[src/rtl/ace_rf_pkg.sv]
// Shared defaults and types for the register file / scoreboard slice.
package ace_rf_pkg;
  localparam int RF_DATA_W   = 32;
  localparam int RF_ADDR_W   = 5;
  localparam int RF_SB_CNT_W = 2;
  localparam int REG_ZERO    = 0;

  typedef logic [RF_ADDR_W-1:0]   reg_addr_t;
  typedef logic [RF_SB_CNT_W-1:0] sb_cnt_t;
endpackage

[src/rtl/rf_sb_cell.sv]
// One scoreboard entry: saturating up/down pending-write counter.
module rf_sb_cell
  import ace_rf_pkg::*;
#(
  parameter int CNT_W = RF_SB_CNT_W
) (
  input  logic             clk,
  input  logic             reset,
  input  logic             inc,
  input  logic             dec,
  output logic [CNT_W-1:0] cnt,
  output logic [CNT_W-1:0] cnt_nxt,
  output logic             zero,
  output logic             at_max
);
  localparam logic [CNT_W-1:0] CNT_MAX = '1;

  assign zero   = (cnt == '0);
  assign at_max = (cnt == CNT_MAX);

  // An issue and a retire on the same register cancel out.
  always_comb begin
    cnt_nxt = cnt;
    if (inc && !dec && !at_max)
      cnt_nxt = cnt + 1'b1;
    else if (dec && !inc && !zero)
      cnt_nxt = cnt - 1'b1;
  end

  always_ff @(posedge clk or negedge reset) begin
    if (!reset)
      cnt <= '0;
    else
      cnt <= cnt_nxt;
  end

  a_no_underflow: assert property (@(posedge clk) disable iff (!reset) dec |-> !zero);
endmodule

[src/rtl/reg_file_sb.sv]
// Architectural register file with bypassed read ports and pending-write scoreboard.
// Optional debug read port enabled by defining RF_DEBUG_PORT_EN.
module reg_file_sb
  import ace_rf_pkg::*;
#(
  parameter int DATA_W   = RF_DATA_W,
  parameter int ADDR_W   = RF_ADDR_W,
  parameter int SB_CNT_W = RF_SB_CNT_W
) (
  input  logic              clk,
  input  logic              reset,
  input  logic              we,
  input  logic [DATA_W-1:0] wb_data,
  input  logic [ADDR_W-1:0] wb_addr,
  input  logic              wb_write,
  input  logic [ADDR_W-1:0] rs1_addr,
  input  logic [ADDR_W-1:0] rs2_addr,
  output logic [DATA_W-1:0] rs1_data,
  output logic [DATA_W-1:0] rs2_data,
  input  logic              issue_valid,
  input  logic [ADDR_W-1:0] issue_rd,
  input  logic              issue_write,
  output logic              hazard,
  output logic              issue_stall,
  output logic [ADDR_W:0]   busy_count
`ifdef RF_DEBUG_PORT_EN
  ,
  input  logic [ADDR_W-1:0] dbg_addr,
  output logic [DATA_W-1:0] dbg_data
`endif
);
  localparam int NREG = 2**ADDR_W;
  localparam logic [ADDR_W-1:0] ZERO_ADDR = ADDR_W'(REG_ZERO);

  logic [DATA_W-1:0] regs [NREG];
  logic [NREG-1:0][SB_CNT_W-1:0] cnt, cnt_nxt;
  logic [NREG-1:0] zero_v, at_max_v;
  logic commit, inc;
  logic [DATA_W-1:0] rs1_nxt_p0, rs2_nxt_p0;

  function automatic logic [ADDR_W:0] popcnt(input logic [NREG-1:0][SB_CNT_W-1:0] c);
    logic [ADDR_W:0] n;
    n = '0;
    for (int i = 0; i < NREG; i++)
      if (c[i] != '0) n = n + 1'b1;
    return n;
  endfunction

  function automatic logic pend(input logic [ADDR_W-1:0] a);
    return (a != ZERO_ADDR) && !zero_v[a] &&
           !(commit && (wb_addr == a) && (cnt[a] == SB_CNT_W'(1)));
  endfunction

  assign commit = we && wb_write && (wb_addr != ZERO_ADDR);

  assign issue_stall = issue_valid && issue_write && (issue_rd != ZERO_ADDR) &&
                       at_max_v[issue_rd] && !(commit && (wb_addr == issue_rd));
  assign inc = we && issue_valid && issue_write && (issue_rd != ZERO_ADDR) && !issue_stall;
  assign hazard = pend(rs1_addr) || pend(rs2_addr);

  assign cnt[0]      = '0;
  assign cnt_nxt[0]  = '0;
  assign zero_v[0]   = 1'b1;
  assign at_max_v[0] = 1'b0;

  for (genvar r = 1; r < NREG; r++) begin : g_cell
    rf_sb_cell #(.CNT_W(SB_CNT_W)) u_cell (
      .clk     (clk),
      .reset   (reset),
      .inc     (inc && (issue_rd == ADDR_W'(r))),
      .dec     (commit && (wb_addr == ADDR_W'(r))),
      .cnt     (cnt[r]),
      .cnt_nxt (cnt_nxt[r]),
      .zero    (zero_v[r]),
      .at_max  (at_max_v[r])
    );
  end

  always_ff @(posedge clk or negedge reset) begin
    if (!reset) begin
      for (int i = 0; i < NREG; i++) regs[i] <= '0;
    end else if (commit) begin
      regs[wb_addr] <= wb_data;
    end
  end

  // Stage p0: read with write-through bypass from the committing writeback.
  always_comb begin
    rs1_nxt_p0 = (commit && (wb_addr == rs1_addr)) ? wb_data : regs[rs1_addr];
    rs2_nxt_p0 = (commit && (wb_addr == rs2_addr)) ? wb_data : regs[rs2_addr];
    if (rs1_addr == ZERO_ADDR) rs1_nxt_p0 = '0;
    if (rs2_addr == ZERO_ADDR) rs2_nxt_p0 = '0;
  end

  // Stage p1: registered read data and occupancy.
  always_ff @(posedge clk or negedge reset) begin
    if (!reset) begin
      rs1_data   <= '0;
      rs2_data   <= '0;
      busy_count <= '0;
    end else begin
      if (we) begin
        rs1_data <= rs1_nxt_p0;
        rs2_data <= rs2_nxt_p0;
      end
      busy_count <= popcnt(cnt_nxt);
    end
  end

`ifdef RF_DEBUG_PORT_EN
  assign dbg_data = (dbg_addr == ZERO_ADDR) ? '0 : regs[dbg_addr];
`endif
endmodule
[config.mk]
export PLATFORM = sky130hd
export DESIGN_NAME = reg_file_sb
export DESIGN_NICKNAME = d
export VERILOG_FILES = /design/src/rtl/ace_rf_pkg.sv /design/src/rtl/rf_sb_cell.sv /design/src/rtl/reg_file_sb.sv
export SDC_FILE = /design/constraint.sdc
export NUM_CORES = 2
export LEC_CHECK = 0
export BUFFER_PORTS_ARGS = -buffer_cell sky130_fd_sc_hd__buf_2
export CAP_MARGIN = 0
export CORE_ASPECT_RATIO = 1.75
export CORE_MARGIN = 4
export CORE_UTILIZATION = 60
export DETAILED_ROUTE_END_ITERATION = 10
export PLACE_DENSITY = 0.84
export SKIP_CTS_REPAIR_TIMING = 1
export SLEW_MARGIN = 30
export SYNTH_ARGS = -nofsm -noshare
export SYNTH_HDL_FRONTEND = slang
export SYNTH_SLANG_ARGS = --single-unit
export TNS_END_PERCENT = 30
[constraint.sdc]
create_clock -name clk -period 60.1 [get_ports clk]
set_input_delay 12.02 -clock clk [delete_from_list [all_inputs] [get_ports clk]]
set_output_delay 12.02 -clock clk [all_outputs]
set_load 0.03 [all_outputs]
==> results by group <==
Setup path
  • CP required: ~61000 ps
  • CP max stage cell: nor2b_1
  • Critical Path Sink Type: flop
  • Worst Path Arrival: between 30000 and 40000 ps
  • Worst setup SP type: input port
  • CP most frequent cell: ha_1
  • Worst path max stage delay: between 800 and 900 ps
  • Crit Path Max Fanout: 21
  • CP Class: input port to flop

Floorplan
  • Die area: 118000 um2
  • Placeable core area: between 100000 and 150000 um2
  • IO Pins: 130
  • Initial Util: around three fifths
  • Die width: about 260 um
  • Die height: approximately 450 um
  • # rows: between 150 and 200

Detailed routing
  • WL met1: between 60 and 70 mm
  • Via density: between 7 and 8
  • ANT nets after route: 0
  • DRT Wirelength: slightly above 200 mm
  • Detailed Routing Iterations Pass 1: 8
  • DRC violations left: 0
  • First DRT Iteration DRCs: roughly 5200
  • Metal2 WL: approximately 98 mm
  • Wirelength per Cell: 31.1 um
  • Highest routed metal layer: met5
  • Vias after detailed routing: around 47000
  • WL met3: 19.7 mm

Finish
  • Filler Cell Count: around 7400
  • Layout cell share with drive strength beyond 1: 41.4%
  • Layout Nets: 5061
  • Area Growth Syn to Fin: 8.45%

Synthesis
  • Syn Inst Count: approximately 5100
  • Syn Nets: around 5200
  • Ys Warns: 0
  • Post-synthesis average cell area: 13.3 um2
  • Main synth FF type: dfrtp_1
  • Synthesis-stage register bit count: about 1200
  • Cell variety after synth: between 90 and 100
  • Post-synth EDFFs: 0
  • Seq/Total Area, Yosys: between 40 and 50%
  • Ys async rst share: 100%
  • Synthesized area: just under 70000 um2

Hold path
  • HP Class: flop to flop

Placed design
  • Detailed Place HPWL: around 120 mm
  • Placer's final routability congestion estimate: ~1
  • PortBufs: between 100 and 150

Clock network
  • CTS Buf Count: roughly 100
  • Sink Count: 1156
  • Reg clk slew, reported paths: ~70 ps
  • H-tree depth: 3
  • Clk root buf: clkbuf_16
  • CTS max path bufs: 3
  • CTS tree: done
  • Worst skew pair latency: a little over 700 ps

STA
  • Fmax achieved: a little over 30 MHz
  • Worst rel slew slack: 26.5%
  • RSZ-0062 raised after global routing: false
  • Final period utilization: between 50% and 60%
  • # setup viols final: 0
  • Setup TNS: 0 ps
  • Final hold viol count: 0
  • Least-Margin Pin Slew: 1070 ps
  • Final Max Slew Viols: 0
  • Post-layout min period: ~33000 ps
  • Final Skew: 18.7 ps

GRT
  • Grt ovf: 0
  • Number of global-route vias before repair: 48700
  • First-pass GRT wire length: about 300 mm
  • Initial antenna violation count: 11
  • Pin count of the biggest net entering global routing: 190
  • Gr usage total: between 30% and 40%

Job
  • Max_cap viols: 0

Status
  • Status: completed
## sequential cells by signal (all words and copies together), names as in the netlist
signal / count
busy_count: 6
g_cell.u_cell.cnt: 62
regs: 1024
rs1_data: 32
rs2_data: 32
## cells by family after synthesis
kind of cell             count (synthesis)  synth area share [%]
multiplexers                          1683                  39.1
adder cells (fa/ha/maj)                 94                  1.73
AND/OR/NAND/NOR                        919                  6.38
AO/OA/AOI/OAI                          402                  3.87
buffers and inverters                  634                  3.55
XOR/XNOR                               170                  2.54
flip-flops                            1156                  42.8
## layer usage
metal	track usage [%]	vias to the layer above
li1	-	18700
met1	39.4	24100
met2	55.6	2900
met3	9.12	983
met4	25.0	8
met5	0	-
## critical path, delay by kind of cell
family                   cells  cell delay, ps
multiplexers                10            2580
AO/OA/AOI/OAI               24            3930
buffers and inverters        6             860
AND/OR/NAND/NOR             29            4700
adder cells (fa/ha/maj)     29            8860
XOR/XNOR                     3             620
## area by class of cell
cell class	count	area, um2	area share [%]
multi-input cells	3268	36500	49.8
flip-flops and latches	1156	28900	39.5
clock inverters	55	732	1.00
diodes	8	20.0	0.0273
well taps	1476	1850	2.52
clock buffers	136	2940	4.02
repair buffers	217	1660	2.27
inverters	166	623	0.851
## metrics by stage
stage          area (um2)  hold WS (ps)  util [%]  cells  worst slack (ps)
3_5_place_dp        69300           384      62.1   6274             26670
5_1_grt             73200           407      65.7   6477             25600
6_report            73200           401      65.7   6482             27170
4_1_cts             72900           400      65.4   6465             27390
2_1_floorplan       67500           441         -   5058             28370
3_3_place_gp        69200           376      62.1   6273             27170
## final timing paths
check	cells past startpoint	start	slack [ps]	endpoint
max in group asynchronous	6	reset	45900	busy_count[3]
setup / recovery	101	issue_rd[1]	27170	busy_count[5]
hold reg to reg	0	regs[995]	400	regs[995]
setup reg to reg	100	g_cell[25].u_cell.cnt[0]	38290	busy_count[5]
hold / removal	0	regs[995]	400	regs[995]
min in group asynchronous	1	reset	11170	regs[498]
## synth_stat cells (6+ instances only)
| master | number | area [um2] |
|---|---|---|
| o21ai_1 | 6 | 30.0 |
| nor3b_1 | 9 | 67.6 |
| and2_1 | 16 | 100 |
| nand4_1 | 22 | 138 |
| nand2_1 | 459 | 1720 |
| nor4b_1 | 10 | 87.6 |
| o22ai_1 | 70 | 438 |
| inv_1 | 166 | 623 |
| a31oi_1 | 18 | 113 |
| or4_1 | 14 | 105 |
| nor4_1 | 25 | 156 |
| nor3_1 | 61 | 305 |
| xor2_1 | 39 | 342 |
| or2_2 | 11 | 68.8 |
| a2111oi_0 | 9 | 78.8 |
| or3_1 | 11 | 68.8 |
| nor2_1 | 145 | 544 |
| mux2_2 | 916 | 10300 |
| and3_1 | 10 | 62.6 |
| and4_1 | 7 | 61.3 |
| mux2i_1 | 96 | 961 |
| o211ai_1 | 11 | 82.6 |
| buf_1 | 64 | 240 |
| ha_1 | 92 | 1150 |
| nor2b_1 | 14 | 87.6 |
| mux4_2 | 670 | 15100 |
| buf_2 | 15 | 75.1 |
| a21oi_1 | 66 | 330 |
| nand3_1 | 40 | 200 |
| dfrtp_1 | 1156 | 28900 |
| o31ai_1 | 10 | 75.1 |
| a22oi_1 | 6 | 45.0 |
| xnor2_2 | 6 | 97.6 |
| a211oi_1 | 35 | 263 |
| nand2b_1 | 27 | 169 |
| nand3b_1 | 9 | 67.6 |
| clkbuf_1 | 389 | 1460 |
| xnor2_1 | 112 | 981 |
| o21ai_0 | 101 | 505 |
## cell usage in the layout (no fill, tap or decap), types with 18 or more instances in the layout
cell          n
nand4_1      22
a211oi_1     35
mux2i_1      96
buf_4        71
clkbuf_8     22
nand2_1     454
nor3_1       54
a31oi_1      18
a21oi_1      65
nor4_1       21
xor2_1       39
ha_1         92
xnor2_1     112
o22ai_1      70
mux2_2      916
nand3_1      34
inv_1       166
clkbuf_16   104
mux4_2      670
dfrtp_1    1156
nand2b_1     27
o21ai_0     101
nor2_1      133
buf_2       117
Power is not shown: default switching activity piles up to over one toggle a cycle in this logic, so the estimate is an artifact.
